==> config.mk <==
export PLATFORM = sky130hd
export DESIGN_NAME = if_id_stage
export DESIGN_NICKNAME = d
export VERILOG_FILES = /design/src/rtl/pipe_pkg.sv /design/src/rtl/sat_counter.sv /design/src/rtl/if_id_stage.sv
export SDC_FILE = /design/constraint.sdc
export NUM_CORES = 1
export LEC_CHECK = 0
export CORE_MARGIN = 2
export CORE_UTILIZATION = 50
export DETAILED_ROUTE_END_ITERATION = 7
export GPL_ROUTABILITY_DRIVEN = 0
export PLACE_DENSITY = 0.87
export RECOVER_POWER = 25
export SKIP_LAST_GASP = 1
export SYNTH_ARGS = -nofsm -noshare
export SYNTH_HDL_FRONTEND = slang
export SYNTH_SLANG_ARGS = --single-unit
==> constraint.sdc <==
create_clock -name clk -period 9.1 [get_ports clk]
set_input_delay 1.82 -clock clk [delete_from_list [all_inputs] [get_ports clk]]
set_output_delay 1.82 -clock clk [all_outputs]
set_load 0.005 [all_outputs]
==> src/rtl/pipe_pkg.sv <==
// Shared constants and types for the fetch / IF-ID pipeline slice.
package pipe_pkg;

  localparam logic [31:0] NOP_INSTR = 32'h0000_0000;
  localparam logic [31:0] PC_INC    = 32'd4;

  localparam int RS_MSB = 25;
  localparam int RS_LSB = 21;
  localparam int RT_MSB = 20;
  localparam int RT_LSB = 16;

  typedef struct packed {
    logic [31:0] instr;
    logic [31:0] pc_plus4;
    logic        valid;
  } ifid_t;

  localparam ifid_t IFID_BUBBLE = '{instr: NOP_INSTR, pc_plus4: 32'h0, valid: 1'b0};

endpackage

==> src/rtl/sat_counter.sv <==
// Saturating up-counter; sticks at all-ones once reached.
module sat_counter #(
  parameter int W = 16
) (
  input  logic         clk,
  input  logic         rst,
  input  logic         inc,
  output logic [W-1:0] count
);

  always_ff @(posedge clk or posedge rst) begin
    if (rst)                       count <= '0;
    else if (inc && (count != '1)) count <= count + 1'b1;
  end

endmodule

==> src/rtl/if_id_stage.sv <==
// Fetch stage: PC register, IF/ID register, stall/redirect handling and perf counters.
module if_id_stage
  import pipe_pkg::*;
#(
  parameter logic [31:0] RESET_PC = 32'h0000_0000,
  parameter int          CNT_W    = 16
) (
  input  logic             clk,
  input  logic             rst,
  input  logic             PC_Write,
  input  logic             IF_Write,
  input  logic             redirect_valid,
  input  logic [31:0]      redirect_target,
  output logic [31:0]      imem_addr,
  input  logic [31:0]      imem_rdata,
  output logic [31:0]      ID_instruction,
  output logic [31:0]      ID_pc_plus4,
  output logic             ID_valid,
  output logic [4:0]       IF_Rs,
  output logic [4:0]       IF_Rt,
  output logic [CNT_W-1:0] stall_count,
  output logic [CNT_W-1:0] flush_count
);

  logic [31:0] pc_q, pc_plus4, redirect_pc;
  logic        redirect_acc;
  ifid_t       ifid_q;

  assign pc_plus4     = pc_q + PC_INC;
  assign redirect_pc  = redirect_target & ~32'h3;
  // A redirect seen while the PC is held is dropped; ID re-asserts it after the stall.
  assign redirect_acc = redirect_valid & PC_Write;

  always_ff @(posedge clk or posedge rst) begin
    if (rst)           pc_q <= RESET_PC;
    else if (PC_Write) pc_q <= redirect_acc ? redirect_pc : pc_plus4;
  end

  always_ff @(posedge clk or posedge rst) begin
    if (rst)               ifid_q <= IFID_BUBBLE;
    else if (IF_Write) begin
      if (redirect_acc)    ifid_q <= IFID_BUBBLE;
      else                 ifid_q <= '{instr: imem_rdata, pc_plus4: pc_plus4, valid: 1'b1};
    end
  end

  sat_counter #(.W(CNT_W)) u_stall_cnt (
    .clk  (clk),
    .rst  (rst),
    .inc  (~IF_Write),
    .count(stall_count)
  );

  sat_counter #(.W(CNT_W)) u_flush_cnt (
    .clk  (clk),
    .rst  (rst),
    .inc  (redirect_acc),
    .count(flush_count)
  );

  assign imem_addr      = pc_q;
  assign ID_instruction = ifid_q.instr;
  assign ID_pc_plus4    = ifid_q.pc_plus4;
  assign ID_valid       = ifid_q.valid;
  assign IF_Rs          = ifid_q.instr[RS_MSB:RS_LSB];
  assign IF_Rt          = ifid_q.instr[RT_MSB:RT_LSB];

endmodule

## Word-level counts from Yosys, hierarchy flattened

Cells that the tools add are included.

- Register bits after elaboration: 129

- $add $sub $neg: 3
- Equal/unequal tests: 2
- Mux-type cells: 2
- Bitwise operators: 2
- Reduce and logical (&&, ||, !) cells: 2

Operator list:

| cell | count |
|---|---|
| $mux 65 | 1 |
| $add 16x1->16 const B | 2 |
| $add 32x3->32 const B | 1 |
| $mux 32 | 1 |
| $ne 16x16->1 const B | 2 |
| $logic_and 1x1->1 | 2 |
| $and 1x1->1 | 1 |
| $not 1->1 | 1 |

## Depth between registers and ports, before layout

Gate-level depths: netlist of run 1.

- Depth after elaboration: 2
- Depth in mapped cells: 7

## Cells and area by module

A second synthesis of run 1 with hierarchy kept.

- Cell total of the unflattened synthesis: 673
- Area, all modules: 6635.1 sq um

Modules (own cells, without submodules):

| module | instances | cells an instance | area an instance (sq um) | seq. area each (sq um) |
|---|---|---|---|---|
| if_id_stage | 1 | 531 | 5023.6 | 2352.3 |
| sat_counter | 2 | 71 | 805.8 | 400.4 |

## Worst setup path before layout of run 1

Ideal clock, no wire load.

- Path kind: input port to flip-flop
- From: in redirect_valid
- To: reg u_flush_cnt.count[13]
- Library setup time: 125 ps
- Data arrival time: 3015 ps
- Slack: 5960 ps
- Stages on the path: 6
- Path buffers: 1
- Path through: clkbuf_1 nand2_1 nor3_1 and2b_1 nand3_1 mux2_2

- Longest elaborated chain between the ends: 2

RTL lines:

| element | line | text |
|---|---|---|
| from (decl) | if_id_stage.sv:12 | `input logic redirect_valid,` |
| $and 1x1->1 | if_id_stage.sv:32 | `assign redirect_acc = redirect_valid & PC_Write;` |
| $logic_and 1x1->1 | sat_counter.sv:13 | `else if (inc && (count != '1)) count <= count + 1'b1;` |
| to (signal assigned) | sat_counter.sv:13 |  |
| to (decl) | sat_counter.sv:8 | `output logic [W-1:0] count` |

Every way passes these cells.
A chain may end at the register's enable or synchronous reset.

==> impl_metrics.csv, run 1 <==
group,metric,value,unit
outcome,status,"finished with violations",
outcome,violations,"capacitance limit, slew limit",
final_layout,drive_gt1_share,6.03,%
clocking,clk_pin_slew,0.05,ns
detailed_routing,first_iter_violations,393,
synthesis,synthDistinctLibCells,46,
detailed_routing,wl_met1,7.01,mm
worst_hold_path,hp-class,"flop to flop",
clocking,cts_resized,0,
critical_path,cp.required,9.44,ns
final_layout,fin_cells,965,
power_and_ir_drop,seqPwrFrac,39.9,%
detailed_routing,drc,0,
synthesis,ys_top_cells_by_area,"dfrtp_1, o2bb2ai_1, nand2_1",
synthesis,yosysMostFrequentCell,"dfrtp_1",
global_routing,grt_max_degree,68,
clocking,cts_root_buffer,"clkbuf_16",
sta,hold_viol_final,0,
clocking,clock_sinks,126,
global_routing,overflow,0,
detailed_routing,drt-pass1-iter-count,5,
power_and_ir_drop,clkPwrFrac,37.6,%
sta,hold_ws,0.480,ns
synthesis,ys_seq_area_share,51.0,%
clocking,clock_latency,0.41,ns
power_and_ir_drop,power.density,216,mW/mm^2
detailed_routing,topRoutingLayerUsed,"met4",
detailed_routing,via_per_inst,5.69,
place,dpl.hpwl,11.6,mm
floorplan,rows,40,
detailed_routing,ant_nets,0,
global_routing,grt_pass1_vias,5437,
place,placedCellCount,932,
synthesis,synth-edff-count,0,
detailed_routing,wl_per_cell,17.9,um
critical_path,r2r_slack,6.83,ns
global_routing,antenna_found_initial,1,
sta,maxSlewHeadroom,-75.7,%
sta,fin_skew,0.0112,ns
critical_path,crit_fanout,52,
worst_hold_path,worstHoldPathCells,1,
synthesis,synth_common_cells,"dfrtp_1, nand2_1, o2bb2ai_1",
power_and_ir_drop,p_int,1.37,mW
power_and_ir_drop,ir_drop,106,uV
clocking,postCtsHoldBufs,0,
clocking,clockBufferDepth,2,
sta,fin_crit_sh,50.5,%
detailed_routing,wl_met3,1.38,mm
clocking,numCtsBuffers,17,
critical_path,endpoint_kind,"flop",
floorplan,die_x,115,um
power_and_ir_drop,p_comb_share,22.6,%
detailed_routing,wl_met2,8.52,mm
synthesis,netlist.area_leader.share,51.0,%
synthesis,async_flop_share,100,%
synthesis,synth_ff_type,"dfrtp_1",
synthesis,avgSynthCellArea,10.2,sq um
synthesis,synth_cells,609,
global_routing,grt_usage,26.5,%
sta,setup-violations-final,0,
clocking,cts_setup_buffers,0,
floorplan,die_area,0.0133,sq mm
clocking,htreeDepth,4,
sta,clock.fmax,218,MHz
floorplan,start_util,51.3,%
final_layout,areaGrowthSynthToFinish,42.7,%
final_layout,final_nets,855,
sta,min_period,4.59,ns
critical_path,critPathLaunchType,"input pin",
floorplan,coreArea,0.0121,sq mm
detailed_routing,via_count,5490,
sta,rsz0062_at_grt,"no",
power_and_ir_drop,leakage,3.70,nW
detailed_routing,routed_wl,17.2,mm
synthesis,ys_ff_latch,126,
floorplan,io_pins,208,
critical_path,critical_path_class,"input pin to flop",
synthesis,syn_area,0.00618,sq mm
sta,tns,0,ns
sta,drv_slew,107,
power_and_ir_drop,switching_share,28.0,%
clocking,tritoncts,"built",
sta,tightest_slew,2.62,ns
critical_path,critPathArrivalTime,4.93,ns
place,port_buffers,203,
synthesis,ys_warn_count,0,
critical_path,reg2reg_depth,5,
synthesis,yosysTopAreaCell,"dfrtp_1",
floorplan,fp.dieH,115,um
flow_run,maxCapViolations,2,
global_routing,grt_pass1_wl,27.4,mm
power_and_ir_drop,power.switching,0.533,mW
==> metrics by stage <==
step / util [%] / cell area (sq um) / worst slack [ns] / total power, mW
6_report: 73.1 / 8820 / 4.51 / 1.91
5_1_grt: 73.1 / 8820 / 4.15 / 1.99
4_1_cts: 73.1 / 8820 / 5.32 / 1.92
3_5_place_dp: 68.0 / 8200 / 4.91 / 1.20
3_3_place_gp: 68.0 / 8200 / 4.92 / 1.18
2_1_floorplan: - / 6190 / 3.92 / 0.933
==> cell families (layout without fill, tap and decap cells) <==
| logic type | after synthesis | after routing | synth area share [%] |
|---|---|---|---|
| other | 1 | 3 | 0.0607 |
| DFF | 126 | 126 | 51.0 |
| AOI/OAI and AO/OA | 138 | 138 | 15.6 |
| muxes | 29 | 29 | 4.78 |
| adders and majority gates | 3 | 3 | 0.607 |
| xor gates and xnor gates | 50 | 50 | 7.08 |
| buffers and inverters | 63 | 249 | 4.72 |
| and+or+nand+nor | 199 | 199 | 16.2 |
==> path summary, 6_finish.rpt <==
check | startpoint | end
max in group asynchronous | rst | u_stall_cnt.count[5]$_DFFE_PP0P_
min in group asynchronous | rst | imem_addr[18]$_DFFE_PP0P_
worst min register to register | ID_instruction[30]$_DFFE_PP0P_ | ID_instruction[30]$_DFFE_PP0P_
worst max register to register | imem_addr[5]$_DFFE_PP0P_ | imem_addr[30]$_DFFE_PP0P_
worst max-delay path | IF_Write | ID_pc_plus4[4]$_DFFE_PP0P_
worst min-delay path | ID_instruction[30]$_DFFE_PP0P_ | ID_instruction[30]$_DFFE_PP0P_
==> final cells by class <==
type / count / area, sq um
Fill cell: 831 / 3240
Sequential cell: 126 / 3150
Multi-Input combinational cell: 421 / 2740
Timing Repair Buffer: 207 / 2050
Clock buffer: 21 / 460
Tap cell: 168 / 210
Clock inverter: 11 / 164
Inverter: 10 / 38.8
Antenna cell: 1 / 2.50
==> metal layers <==
layer	GRT usage, %	vias up
met2	45.0	265
met3	7.64	37
li1	-	2546
met1	32.3	2642
met5	0	-
met4	9.16	0
==> power groups by stage <==
stage,Sequential [mW],Combinational (mW),Clock [mW]
floorplan,0.742,0.191,0
global placement,0.757,0.418,0
detailed placement,0.764,0.432,0
CTS,0.759,0.441,0.725
global route,0.775,0.468,0.750
finish,0.760,0.430,0.716
==> critical path: stages <==
cell and delay [ns]:
clkbuf_1 1.31, inv_1 0.82, buf_4 0.55, nor3_1 0.29
a21o_1 0.11
==> cells in the final DEF (no fill, tap or decap), types with 6 or more instances in the layout <==
cell / netlist / layout
a21oi_1: 34 / 34
and3_1: 7 / 7
and4_1: 6 / 6
clkbuf_16: 0 / 17
clkdlybuf4s50_1: 0 / 167
dfrtp_1: 126 / 126
dlygate4sd3_1: 0 / 34
inv_1: 9 / 8
mux2i_1: 25 / 25
nand2_1: 83 / 83
nand3_1: 21 / 21
nand4_1: 22 / 22
nor2_1: 22 / 22
nor3_1: 13 / 13
o21ai_0: 8 / 8
o22ai_1: 27 / 27
o2bb2ai_1: 52 / 52
xnor2_1: 27 / 27
xor2_1: 23 / 23
==> registers in the layout (all words and copies together) (netlist names) <==
name               flops
u_stall_cnt.count     16
imem_addr             30
u_flush_cnt.count     16
ID_instruction        32
ID_pc_plus4           31
ID_valid               1
Power figures use the tool's default switching activity.
==> run 2, diff against run 1 <==
- CORE_UTILIZATION: 50 -> 42
- PLACE_DENSITY: 0.87 -> 0.78
- clock period: 9.1 -> 3.9 ns (I/O delays scaled with it)
==> impl_metrics.csv, run 2 (synthesized netlist as in run 1, its figures left out) <==
group,metric,value,unit
global_routing,grt_usage,22.4,%
sta,tns,0,ns
detailed_routing,via_per_inst,5.59,
power_and_ir_drop,ir_drop,297,uV
worst_hold_path,hp-class,"flop to flop",
detailed_routing,ant_nets,0,
final_layout,final_nets,859,
sta,hold_viol_final,0,
clocking,clk_pin_slew,0.06,ns
critical_path,crit_fanout,15,
clocking,htreeDepth,4,
critical_path,endpoint_kind,"primary output",
power_and_ir_drop,power.density,506,mW/mm^2
sta,rsz0062_at_grt,"no",
sta,min_period,2.43,ns
critical_path,critPathLaunchType,"flop",
detailed_routing,routed_wl,17.4,mm
clocking,clockBufferDepth,2,
power_and_ir_drop,leakage,3.68,nW
sta,maxSlewHeadroom,32.4,%
floorplan,die_x,125,um
detailed_routing,via_count,5499,
sta,fin_crit_sh,62.3,%
clocking,numCtsBuffers,17,
critical_path,cp.required,3.12,ns
floorplan,rows,44,
detailed_routing,drc,0,
floorplan,coreArea,0.0145,sq mm
critical_path,critPathArrivalTime,1.65,ns
clocking,cts_root_buffer,"clkbuf_16",
global_routing,antenna_found_initial,0,
detailed_routing,drt-pass1-iter-count,5,
critical_path,crit_family,"flip-flops",
critical_path,critical_path_class,"flop to primary output",
sta,tightest_slew,1.01,ns
sta,setup-violations-final,0,
flow_run,maxCapViolations,0,
outcome,status,"finished, final reports clean",
floorplan,start_util,42.7,%
sta,fin_skew,0.00631,ns
place,placedCellCount,952,
final_layout,largest_register_ffs,32,
final_layout,areaGrowthSynthToFinish,43.8,%
final_layout,fin_cells,983,
final_layout,n_antenna_cell,0,
global_routing,overflow,0,
sta,drv_slew,0,
floorplan,io_pins,208,
critical_path,max_stage_delay,0.62,ns
detailed_routing,wl_per_cell,17.7,um
clocking,clock_sinks,126,
critical_path,cp.buffers_inverters,1,
final_layout,final_util,61.4,%
clocking,tritoncts,"built",
place,port_buffers,203,
global_routing,grt_max_degree,80,
clocking,postCtsHoldBufs,0,
global_routing,grt_pass1_vias,5427,
final_layout,drive_gt1_share,6.38,%
clocking,cts_setup_buffers,0,
clocking,clock_latency,0.42,ns
final_layout,layout_common_cells,"clkdlybuf4s50_1, dfrtp_1, nand2_1",
global_routing,grt_pass1_wl,28.0,mm
sta,clock.fmax,411,MHz
place,dpl.hpwl,12.0,mm
final_layout,final_common_cell,"clkdlybuf4s50_1",
critical_path,cp_cell_sequence,"clkdlybuf4s50_1",
floorplan,fp.dieH,125,um
floorplan,die_area,0.0157,sq mm
critical_path,cpMaxStageDelayCell,"dfrtp_1",
clocking,cts_resized,0,
detailed_routing,first_iter_violations,363,
critical_path,r2r_slack,1.70,ns
==> run 2: changes by cell type in the layout (fill, tap and decap cells not counted), sizes merged <==
cell,change
buf,+4
diode,-1
clkdlybuf4s50,+32
bufinv,+1
clkbuf,-2
dlygate4sd3,-31
clkinvlp,-1
==> run 2: area by class of cell <==
type	count	area, sq um
Clock buffer	20	447
Sequential cell	126	3150
Clock inverter	11	190
Timing Repair Buffer	211	2090
Fill cell	1172	5590
Tap cell	184	230
Multi-Input combinational cell	421	2740
Inverter	10	41.3
==> run 2: worst paths after layout <==
check / from / end / cells past startpoint
min reg2reg: ID_pc_plus4[7]$_DFFE_PP0P_ / ID_pc_plus4[7]$_DFFE_PP0P_ / 1
min: ID_pc_plus4[7]$_DFFE_PP0P_ / ID_pc_plus4[7]$_DFFE_PP0P_ / 1
max: imem_addr[9]$_DFFE_PP0P_ / imem_addr[9] / 1
max in group asynchronous: rst / imem_addr[13]$_DFFE_PP0P_ / 3
max reg2reg: imem_addr[2]$_DFFE_PP0P_ / ID_pc_plus4[16]$_DFFE_PP0P_ / 6
min in group asynchronous: rst / ID_instruction[2]$_DFFE_PP0P_ / 3
==> run 2: report_power, final <==
part	switching [mW]	internal [mW]	total (mW)
sequential	0.263	1.51	1.77
combinational	0.400	0.612	1.01
clock	0.570	1.14	1.71
total	1.23	3.26	4.50
==> run 2: layer usage <==
metal	part of all wire (%)	vias to the layer above	routed length (um)	global-route usage, %
met4	2.0	0	345	9.08
met5	0	-	0	0
li1	-	2550	-	-
met2	48	247	8340	36.0
met1	42	2675	7340	28.6
met3	7.6	27	1330	6.55
==> run 2: per-stage QoR <==
step	hold WS, ns	total power, mW	area (sq um)	setup WS, ns
final	0.475	4.50	8890	1.47
after global routing	0.502	4.71	8890	1.35
after CTS	0.483	4.54	8890	1.46
after detailed placement	0.469	2.80	8250	1.16
after global placement	0.465	2.77	8250	1.17
after floorplan	0.475	2.18	6190	1.57
